$ cat config.mk
export PLATFORM = sky130hd
export DESIGN_NAME = uart_tx_bank
export DESIGN_NICKNAME = d
export VERILOG_FILES = /design/src/rtl/uart_tx_bank.sv
export SDC_FILE = /design/constraint.sdc
export NUM_CORES = 1
export LEC_CHECK = 0
export CORE_AREA = 5 5 73 68
export CTS_CLUSTER_SIZE = 16
export DETAILED_ROUTE_END_ITERATION = 16
export DIE_AREA = 0 0 78 73
export PLACE_DENSITY = 0.73
export SKIP_LAST_GASP = 1
export SLEW_MARGIN = 20
export SYNTH_ARGS = -nofsm -noshare
export SYNTH_HDL_FRONTEND = slang
export SYNTH_SLANG_ARGS = --single-unit
$ cat constraint.sdc
create_clock -name clk -period 2.6 [get_ports clk]
set_input_delay 0.39 -clock clk [delete_from_list [all_inputs] [get_ports clk]]
set_output_delay 0.39 -clock clk [all_outputs]
set_load 0.005 [all_outputs]
$ cat src/rtl/uart_tx_bank.sv
// Bank of UART transmit lines sharing one 8N1 shift engine; a byte is sent on
// whichever single channel uart_en selects at the moment it is accepted.
module uart_tx_bank #(
  parameter int CHANNEL_AMOUNT = 8,
  parameter int CLKS_PER_BIT   = 868
) (
  input  logic                      clk,
  input  logic                      reset,
  input  logic [CHANNEL_AMOUNT-1:0] uart_en,
  input  logic [7:0]                tx_data,
  input  logic                      tx_valid,
  output logic                      tx_ready,
  output logic [CHANNEL_AMOUNT-1:0] tx,
  output logic                      busy,
  output logic                      frame_done
);

  localparam int CNT_W = $clog2(CLKS_PER_BIT);
  localparam int CH_W  = (CHANNEL_AMOUNT > 1) ? $clog2(CHANNEL_AMOUNT) : 1;
  localparam logic [CNT_W-1:0] CNT_LAST = CNT_W'(CLKS_PER_BIT - 1);

  typedef enum logic [1:0] {
    IDLE,
    START,
    DATA,
    STOP
  } state_t;

  state_t                    r_state,  w_state_nxt;
  logic [CNT_W-1:0]          r_cnt,    w_cnt_nxt;
  logic [2:0]                r_bit,    w_bit_nxt;
  logic [7:0]                r_shift,  w_shift_nxt;
  logic [CH_W-1:0]           r_ch,     w_ch_nxt;
  logic [CHANNEL_AMOUNT-1:0] r_tx,     w_tx_nxt;
  logic                      r_busy,   w_busy_nxt;
  logic                      r_done,   w_done_nxt;

  logic                      w_en_onehot;
  logic [CH_W-1:0]           w_sel_idx;
  logic                      w_bit_end;
  logic                      w_line_nxt;
  logic                      w_accept;

  // A zero or multi-hot select stalls the upstream instead of guessing a channel.
  assign w_en_onehot = (uart_en != '0) && ((uart_en & (uart_en - 1'b1)) == '0);
  assign tx_ready    = (r_state == IDLE) && w_en_onehot;
  assign w_accept    = tx_valid && tx_ready;
  assign w_bit_end   = (r_cnt == CNT_LAST);

  always_comb begin
    w_sel_idx = '0;
    for (int i = 0; i < CHANNEL_AMOUNT; i++) begin
      if (uart_en[i]) w_sel_idx = CH_W'(i);
    end
  end

  // NOTE: every signal gets a default before the case so no path leaves it
  // unassigned; a missing default here would infer a latch.
  always_comb begin
    w_state_nxt = r_state;
    w_cnt_nxt   = r_cnt;
    w_bit_nxt   = r_bit;
    w_shift_nxt = r_shift;
    w_ch_nxt    = r_ch;
    w_busy_nxt  = r_busy;
    w_done_nxt  = 1'b0;
    w_line_nxt  = 1'b1;

    case (r_state)
      IDLE: begin
        if (w_accept) begin
          w_state_nxt = START;
          w_cnt_nxt   = '0;
          w_bit_nxt   = '0;
          w_shift_nxt = tx_data;
          w_ch_nxt    = w_sel_idx;
          w_busy_nxt  = 1'b1;
          w_line_nxt  = 1'b0;
        end
      end

      START: begin
        w_line_nxt = 1'b0;
        if (w_bit_end) begin
          w_state_nxt = DATA;
          w_cnt_nxt   = '0;
          w_line_nxt  = r_shift[0];
        end else begin
          w_cnt_nxt = r_cnt + 1'b1;
        end
      end

      DATA: begin
        w_line_nxt = r_shift[0];
        if (w_bit_end) begin
          w_cnt_nxt = '0;
          if (r_bit == 3'd7) begin
            w_state_nxt = STOP;
            w_bit_nxt   = '0;
            w_line_nxt  = 1'b1;
          end else begin
            // The next data bit is presented on the same edge the shifter advances.
            w_bit_nxt   = r_bit + 3'd1;
            w_shift_nxt = r_shift >> 1;
            w_line_nxt  = r_shift[1];
          end
        end else begin
          w_cnt_nxt = r_cnt + 1'b1;
        end
      end

      STOP: begin
        if (w_bit_end) begin
          w_state_nxt = IDLE;
          w_cnt_nxt   = '0;
          w_busy_nxt  = 1'b0;
          w_done_nxt  = 1'b1;
        end else begin
          w_cnt_nxt = r_cnt + 1'b1;
        end
      end

      default: begin
        w_state_nxt = IDLE;
        w_cnt_nxt   = '0;
        w_busy_nxt  = 1'b0;
      end
    endcase
  end

  // Only the captured channel ever carries the frame; every other line stays idle high.
  always_comb begin
    w_tx_nxt           = '1;
    w_tx_nxt[w_ch_nxt] = w_line_nxt;
  end

  // NOTE: state registers use non-blocking assignments so every register
  // samples pre-edge values, independent of statement order.
  always_ff @(posedge clk or negedge reset) begin
    if (!reset) begin
      r_state <= IDLE;
      r_cnt   <= '0;
      r_bit   <= '0;
      r_shift <= '0;
      r_ch    <= '0;
      r_tx    <= '1;
      r_busy  <= 1'b0;
      r_done  <= 1'b0;
    end else begin
      r_state <= w_state_nxt;
      r_cnt   <= w_cnt_nxt;
      r_bit   <= w_bit_nxt;
      r_shift <= w_shift_nxt;
      r_ch    <= w_ch_nxt;
      r_tx    <= w_tx_nxt;
      r_busy  <= w_busy_nxt;
      r_done  <= w_done_nxt;
    end
  end

  assign tx         = r_tx;
  assign busy       = r_busy;
  assign frame_done = r_done;

endmodule

==> impl_summary.log, run 1 <==
[metrics] status: finished, final reports clean
[metrics] maximum vdd ir drop: 0.328 mV
[metrics] die area: 0.00569 mm²
[metrics] final hold viol count: 0
[metrics] Synth Flop Type: sky130_fd_sc_hd__dfrtp_1
[metrics] total clock buffers created by CTS: 5
[metrics] Routed WL: 4.22 mm
[metrics] fin crit share: a little over nine tenths
[metrics] starting density of the core: 47.0%
[metrics] required time of the worst setup path: 2800 ps
[metrics] number of enable-type register cells in the synthesized netlist: 0
[metrics] TritonCTS clock tree: yes
[metrics] average routed wire per standard cell: 14.5 µm
[metrics] overall track demand over capacity in global routing: between 10% and 20%
[metrics] netlist area before placement: 0.00199 mm²
[metrics] global placer's final weighted congestion: approximately 0.8
[metrics] # clock sinks: 36
[metrics] count of inserted antenna diode cells: 0
[metrics] Total Nets Final: 268
[metrics] worst hold start: r_cnt[9]
[metrics] via count of the routed design: 1599
[metrics] width of the die: just under 80 µm
[metrics] path depth of the worst reg2reg path: 8
[metrics] ANT nets after route: 0
[metrics] clock slew at the register clock pins of the worst setup and hold paths: 70 ps
[metrics] WS Path Type: primary input to register
[metrics] worst hold endpoint: r_cnt[9]
[metrics] Power Dens Cells: a little over 400 mW/mm²
[metrics] critical register-to-register path startpoint: r_state[1]
[metrics] length of the first detailed-routing pass in iterations: 4
[metrics] maximum achievable frequency: between 300 and 400 MHz
[metrics] maximum number of pins on one net before global-route repair: 37
[metrics] flop2flop setup slack: 100 ps
[metrics] Ports: 30
[metrics] number of global-route vias before repair: about 1.6k
[metrics] Port-buffer cells: 29
[metrics] post-layout power: 1.12 mW
[metrics] final standard cell utilization of the core: 63.6%
[metrics] number of placement rows: 23
[metrics] distinct cell type count of the synthesized netlist: 46
[metrics] Max Transition Viols Final: 0
[metrics] post-synthesis net count: 213
[metrics] syn avg cell area: between 10 and 15 µm²
[metrics] cell area after layout: between 0.002 and 0.003 mm²
[metrics] critical path launch point: uart_en[1]
[metrics] ratio of routed vias to standard cells: between 5 and 6
[metrics] leak pwr: 1.18 nW
[metrics] number of antenna violations at the first check in global routing: 0
[metrics] global-route wire length before repair: 7.11 mm
[metrics] growth of design area from synthesis to finish: 35.2%
[metrics] proportion of layout cells with a drive suffix above 1: 30.7%
[metrics] Clk Latency, worst-skew pair: 290 ps
[metrics] final worst path period need: 2520 ps
[metrics] clock tree root buffer cell: sky130_fd_sc_hd__clkbuf_8
[metrics] Max Buffers Root-to-Sink: 2
[metrics] sort of element at the start of the critical path: primary input
[metrics] Worst Setup End Kind: register
[metrics] peak fanout along the critical path: 5
[metrics] Hold WC Path Type: register to register
[metrics] Layout Skew: 6.38 ps
[metrics] proportion of synthesized flip-flops having asynchronous set or reset: 100%
[metrics] grt total ovfl: 0
[metrics] DR iter-0 viols: 91
[metrics] register bit total from synthesis: 36
[metrics] CTS H-Tree Depth: 2
[metrics] CORE AREA: 0.00423 mm²
[metrics] synthesized netlist cell count: between 150 and 200
[metrics] Placement Cell Area: 0.00250 mm²
[metrics] depth of the worst hold-timing path: 1
[metrics] Crit path arrival time: 2720 ps
[metrics] DRC violations left: 0
[metrics] number of fill cells: 361
[metrics] sequential-to-total area share from yosys stat: 45.8%
[metrics] post-DP HPWL: 3.01 mm
[metrics] Yosys warning total: 0
[metrics] Worst-Margin Slew: 446 ps
[metrics] tightest slew margin relative to the limit: between 70% and 80%
[metrics] # Max-Cap Violations: 0
[metrics] overall die height: 73 µm
[metrics] # hold bufs at CTS: 0
[metrics] r2r endpoint: tx[4]
[metrics] Final Setup Violations: 0
## state kept, by name, summed over array words and instances, names as in the netlist
| register | cells |
|---|---|
| busy | 1 |
| frame_done | 1 |
| r_bit | 3 |
| r_ch | 3 |
| r_cnt | 10 |
| r_shift | 8 |
| r_state | 2 |
| tx | 8 |
## power by group
part | switching [mW] | leakage [nW] | total (mW) | internal [mW]
clock network | 0.195 | 0.0552 | 0.480 | 0.284
registers | 0 | 0.450 | 0.560 | 0.560
logic | 0.0350 | 0.672 | 0.0783 | 0.0433
## cells by family (layout without fill, tap and decap cells)
logic type	Yosys count	after routing	share of synthesized area (%)
buffers and inverters	12	68	2.27
adders and majority gates	9	9	5.66
DFF	36	36	45.8
muxes	19	19	11.2
AOI/OAI and AO/OA	46	46	15.4
and+or+nand+nor	63	63	19.7
## worst max-delay path by stage
stage | to | slack [ps] | cells after the start
final | tx[4] | 80 | 8
after global routing | tx[4] | -30 | 8
after CTS | tx[2] | 2 | 8
after detailed placement | tx[4] | -410 | 7
after global placement | tx[4] | -300 | 7
after floorplan | tx[1] | 200 | 6
## cell usage in the layout, fill, tap and decap left out, drive strengths merged, types with 2 or more instances in the layout
cell / n
a21boi: 2
a21oi: 7
and2: 2
and3: 4
buf: 26
clkbuf: 6
clkdlybuf4s50: 22
dfrtp: 28
dfstp: 8
dlygate4sd2: 4
dlymetal6s2s: 2
ha: 9
inv: 5
mux2: 17
mux2i: 2
nand2: 10
nand2b: 8
nand3: 7
nand4bb: 3
nor2: 12
nor2b: 3
o21ai: 20
o21bai: 2
o31ai: 5
or4: 2
or4b: 3
## layer usage
layer / GRT usage, % / up-vias / wire (µm)
li1: - / 790 / -
met1: 18.8 / 772 / 1920
met2: 25.9 / 28 / 2030
met3: 3.95 / 9 / 185
met4: 7.13 / 0 / 80
met5: 0 / - / 0
## per-stage QoR
stage	hold WS [ps]	setup TNS, ps	setup WS, ps	std cells
finish	487	0	76.3	291
global placement	465	-6100	-304	280
global route	499	-53.9	-25.4	291
detailed placement	468	-8690	-414	280
CTS	482	0	1.74	290
floorplan	94.4	0	196	185
## timing repair
action | in CTS | in global routing
setup buffers | 2 | 1
setup endpoints to repair | 10 | 16
gates resized for setup | 12 | 10
pin swaps | 4 | 5
cloned | 0 | 0
hold endpoints to repair | 0 | 0
## cell type report
| type | instances | area, µm² | area share, % |
|---|---|---|---|
| Multi-Input combinational cell | 137 | 1090 | 40.6 |
| Sequential cell | 36 | 911 | 33.9 |
| Timing Repair Buffer | 55 | 498 | 18.5 |
| Clock buffer | 6 | 72.6 | 2.70 |
| Tap cell | 50 | 62.6 | 2.33 |
| Clock inverter | 2 | 35.0 | 1.30 |
| Inverter | 5 | 18.8 | 0.698 |
## cells in the mapped netlist, types with 2 or more instances
cell type / n / area share, %
sky130_fd_sc_hd__dfstp_2: 8 / 11
sky130_fd_sc_hd__or4b_1: 3 / 1.5
sky130_fd_sc_hd__nand4bb_1: 3 / 1.7
sky130_fd_sc_hd__nand3_1: 7 / 1.8
sky130_fd_sc_hd__clkbuf_1: 7 / 1.3
sky130_fd_sc_hd__dfrtp_1: 28 / 35
sky130_fd_sc_hd__nand2_1: 9 / 1.7
sky130_fd_sc_hd__mux2_2: 15 / 8.5
sky130_fd_sc_hd__nand2b_1: 8 / 2.5
sky130_fd_sc_hd__o21ai_0: 20 / 5.0
sky130_fd_sc_hd__or4_1: 2 / 0.75
sky130_fd_sc_hd__a21oi_1: 7 / 1.8
sky130_fd_sc_hd__nor2_1: 12 / 2.3
sky130_fd_sc_hd__mux2_4: 2 / 1.5
sky130_fd_sc_hd__nor2b_1: 3 / 0.94
sky130_fd_sc_hd__ha_1: 9 / 5.7
sky130_fd_sc_hd__o21bai_1: 2 / 0.75
sky130_fd_sc_hd__o31ai_1: 5 / 1.9
sky130_fd_sc_hd__and3_1: 4 / 1.3
sky130_fd_sc_hd__inv_1: 5 / 0.94
## worst max-delay path, cell delays in order
cell	delay, ps
sky130_fd_sc_hd__dlygate4sd2_1	260
sky130_fd_sc_hd__nor4_4	350
sky130_fd_sc_hd__nand3b_1	180
sky130_fd_sc_hd__a2111oi_4	360
sky130_fd_sc_hd__buf_4	200
sky130_fd_sc_hd__a21boi_2	80
sky130_fd_sc_hd__or3_4	420
sky130_fd_sc_hd__or4b_4	480
(Power assumes the default switching activity.)
==> run 2: changes to the inputs <==
- GPL_TIMING_DRIVEN: default -> 0
==> impl_summary.log, run 2 (synthesis gave the netlist of run 1 again) <==
[metrics] Layout Skew: 10.0 ps
[metrics] Hold WC Path Type: primary input to asynchronous set/reset pin
[metrics] Worst-Margin Slew: between 400 and 500 ps
[metrics] DR iter-0 viols: 85
[metrics] post-DP HPWL: 2.94 mm
[metrics] Max Buffers Root-to-Sink: 2
[metrics] Worst Setup End Kind: register
[metrics] sort of element at the start of the critical path: primary input
[metrics] grt total ovfl: 0
[metrics] post-layout power: 1.05 mW
[metrics] die area: 0.00569 mm²
[metrics] clock tree root buffer cell: sky130_fd_sc_hd__clkbuf_8
[metrics] via count of the routed design: 1537
[metrics] status: finished, final reports clean
[metrics] tightest slew margin relative to the limit: around 70%
[metrics] Ports: 30
[metrics] required time of the worst setup path: roughly 2800 ps
[metrics] register with the highest flop count: r_cnt
[metrics] ANT nets after route: 0
[metrics] overall die height: 73 µm
[metrics] DRC violations left: 0
[metrics] Crit path arrival time: ~2700 ps
[metrics] count of inserted antenna diode cells: 0
[metrics] most common cell after layout, fill and taps aside: sky130_fd_sc_hd__dfrtp_1
[metrics] Power Dens Cells: 412 mW/mm²
[metrics] CORE AREA: 0.00423 mm²
[metrics] Port-buffer cells: 29
[metrics] number of antenna violations at the first check in global routing: 0
[metrics] CTS H-Tree Depth: 2
[metrics] maximum achievable frequency: around 400 MHz
[metrics] TritonCTS clock tree: yes
[metrics] total clock buffers created by CTS: 5
[metrics] length of the first detailed-routing pass in iterations: 4
[metrics] Clk Latency, worst-skew pair: 290 ps
[metrics] ratio of routed vias to standard cells: 5.53
[metrics] Final WS setup: 121 ps
[metrics] maximum number of pins on one net before global-route repair: 33
[metrics] overall track demand over capacity in global routing: between 15 and 20%
[metrics] final worst path period need: 2480 ps
[metrics] width of the die: 78 µm
[metrics] clock slew at the register clock pins of the worst setup and hold paths: 70 ps
[metrics] # clock sinks: 36
[metrics] top library cells by usage in the layout, fill and taps aside: 28 x sky130_fd_sc_hd__dfrtp_1, 20 x sky130_fd_sc_hd__o21ai_0, 20 x sky130_fd_sc_hd__clkdlybuf4s50_1
[metrics] leak pwr: 1.09 nW
[metrics] peak fanout along the critical path: 8
[metrics] # Max-Cap Violations: 0
[metrics] growth of design area from synthesis to finish: 28.5%
[metrics] number of global-route vias before repair: 1515
[metrics] Routed WL: 4.14 mm
[metrics] WS Path Type: primary input to register
[metrics] number of placement rows: 23
[metrics] Placement Setup Slack: -676 ps
[metrics] global placer's final weighted congestion: 0.789
[metrics] number of flip-flops in the largest register: 10
[metrics] global-route wire length before repair: 7.02 mm
[metrics] starting density of the core: a little under half
[metrics] Total Nets Final: ~260
[metrics] number of fill cells: between 300 and 400
[metrics] maximum vdd ir drop: 0.219 mV
[metrics] Max Transition Viols Final: 0
[metrics] proportion of layout cells with a drive suffix above 1: about a quarter
[metrics] final hold viol count: 0
[metrics] Final Setup Violations: 0
[metrics] average routed wire per standard cell: approximately 15 µm
[metrics] fin crit share: around 95%
==> run 2: cell count changes in the layout (fill, tap and decap cells not counted), moves of 2 or more <==
cell / delta
sky130_fd_sc_hd__clkbuf_2: +3
sky130_fd_sc_hd__clkbuf_1: +3
sky130_fd_sc_hd__clkdlybuf4s50_1: -2
sky130_fd_sc_hd__buf_4: -21
==> run 2: metrics by stage <==
step	TNS [ps]	instances	area [µm²]	utilization (%)	hold slack (ps)
finish	0	278	2550	60.4	454
global route	-9.80	278	2550	60.4	476
global placement	-13950	264	2340	55.3	465
detailed placement	-14280	265	2360	55.7	225
floorplan	0	185	1990	-	94.4
CTS	0	275	2490	58.9	457
==> run 2: area by class of cell <==
type	count	area (µm²)	area share [%]
sequential	36	911	35.7
tap	50	62.6	2.45
buffer	5	21.3	0.833
clock inverter	1	7.51	0.294
clock buffer	7	86.3	3.38
inverter	5	18.8	0.735
multi-input combinational	138	1090	42.8
timing repair buffer	36	355	13.9
==> run 2: path summary, 6_finish.rpt <==
path | from | endpoint | slack, ps | cells after the start
min reg2reg | r_cnt[6] | r_cnt[6] | 490 | 1
max in group asynchronous | reset | tx[1] | 1690 | 3
min in group clk | r_cnt[6] | r_cnt[6] | 490 | 1
max | uart_en[6] | tx[2] | 120 | 8
min | reset | r_ch[1] | 450 | 2
max reg2reg | r_state[0] | tx[2] | 170 | 7
==> run 2: what timing repair did <==
item | in CTS | in global routing
hold endpoints to repair | 3 | 0
setup endpoints to repair | 26 | 15
pin swaps | 4 | 7
gates cloned | 0 | 1
buffers inserted | 1 | 4
resized for setup | 14 | 12
hold buffers | 1 | 0
==> run 2: worst max-delay path, stage by stage <==
cell and delay [ps]:
sky130_fd_sc_hd__clkdlybuf4s50_1 490, sky130_fd_sc_hd__or4_4 480, sky130_fd_sc_hd__mux2i_4 180, sky130_fd_sc_hd__a2111oi_4 90, sky130_fd_sc_hd__nand2_2 170, sky130_fd_sc_hd__buf_6 130, sky130_fd_sc_hd__mux2i_4 280, sky130_fd_sc_hd__or4b_4 490
==> run 2: per-layer routing <==
metal	track usage [%]	share of wire [%]	wire, µm
met1	19.6	45	1860
met2	26.2	49	2040
met3	4.32	4.3	178
met4	5.07	1.4	59
met5	0	0	0
==> run 2: report_power, final <==
group	leakage [nW]	internal [mW]	total, mW	switching (mW)
registers	0.450	0.560	0.560	0
logic	0.591	0.0364	0.0687	0.0323
clock network	0.0445	0.215	0.423	0.207
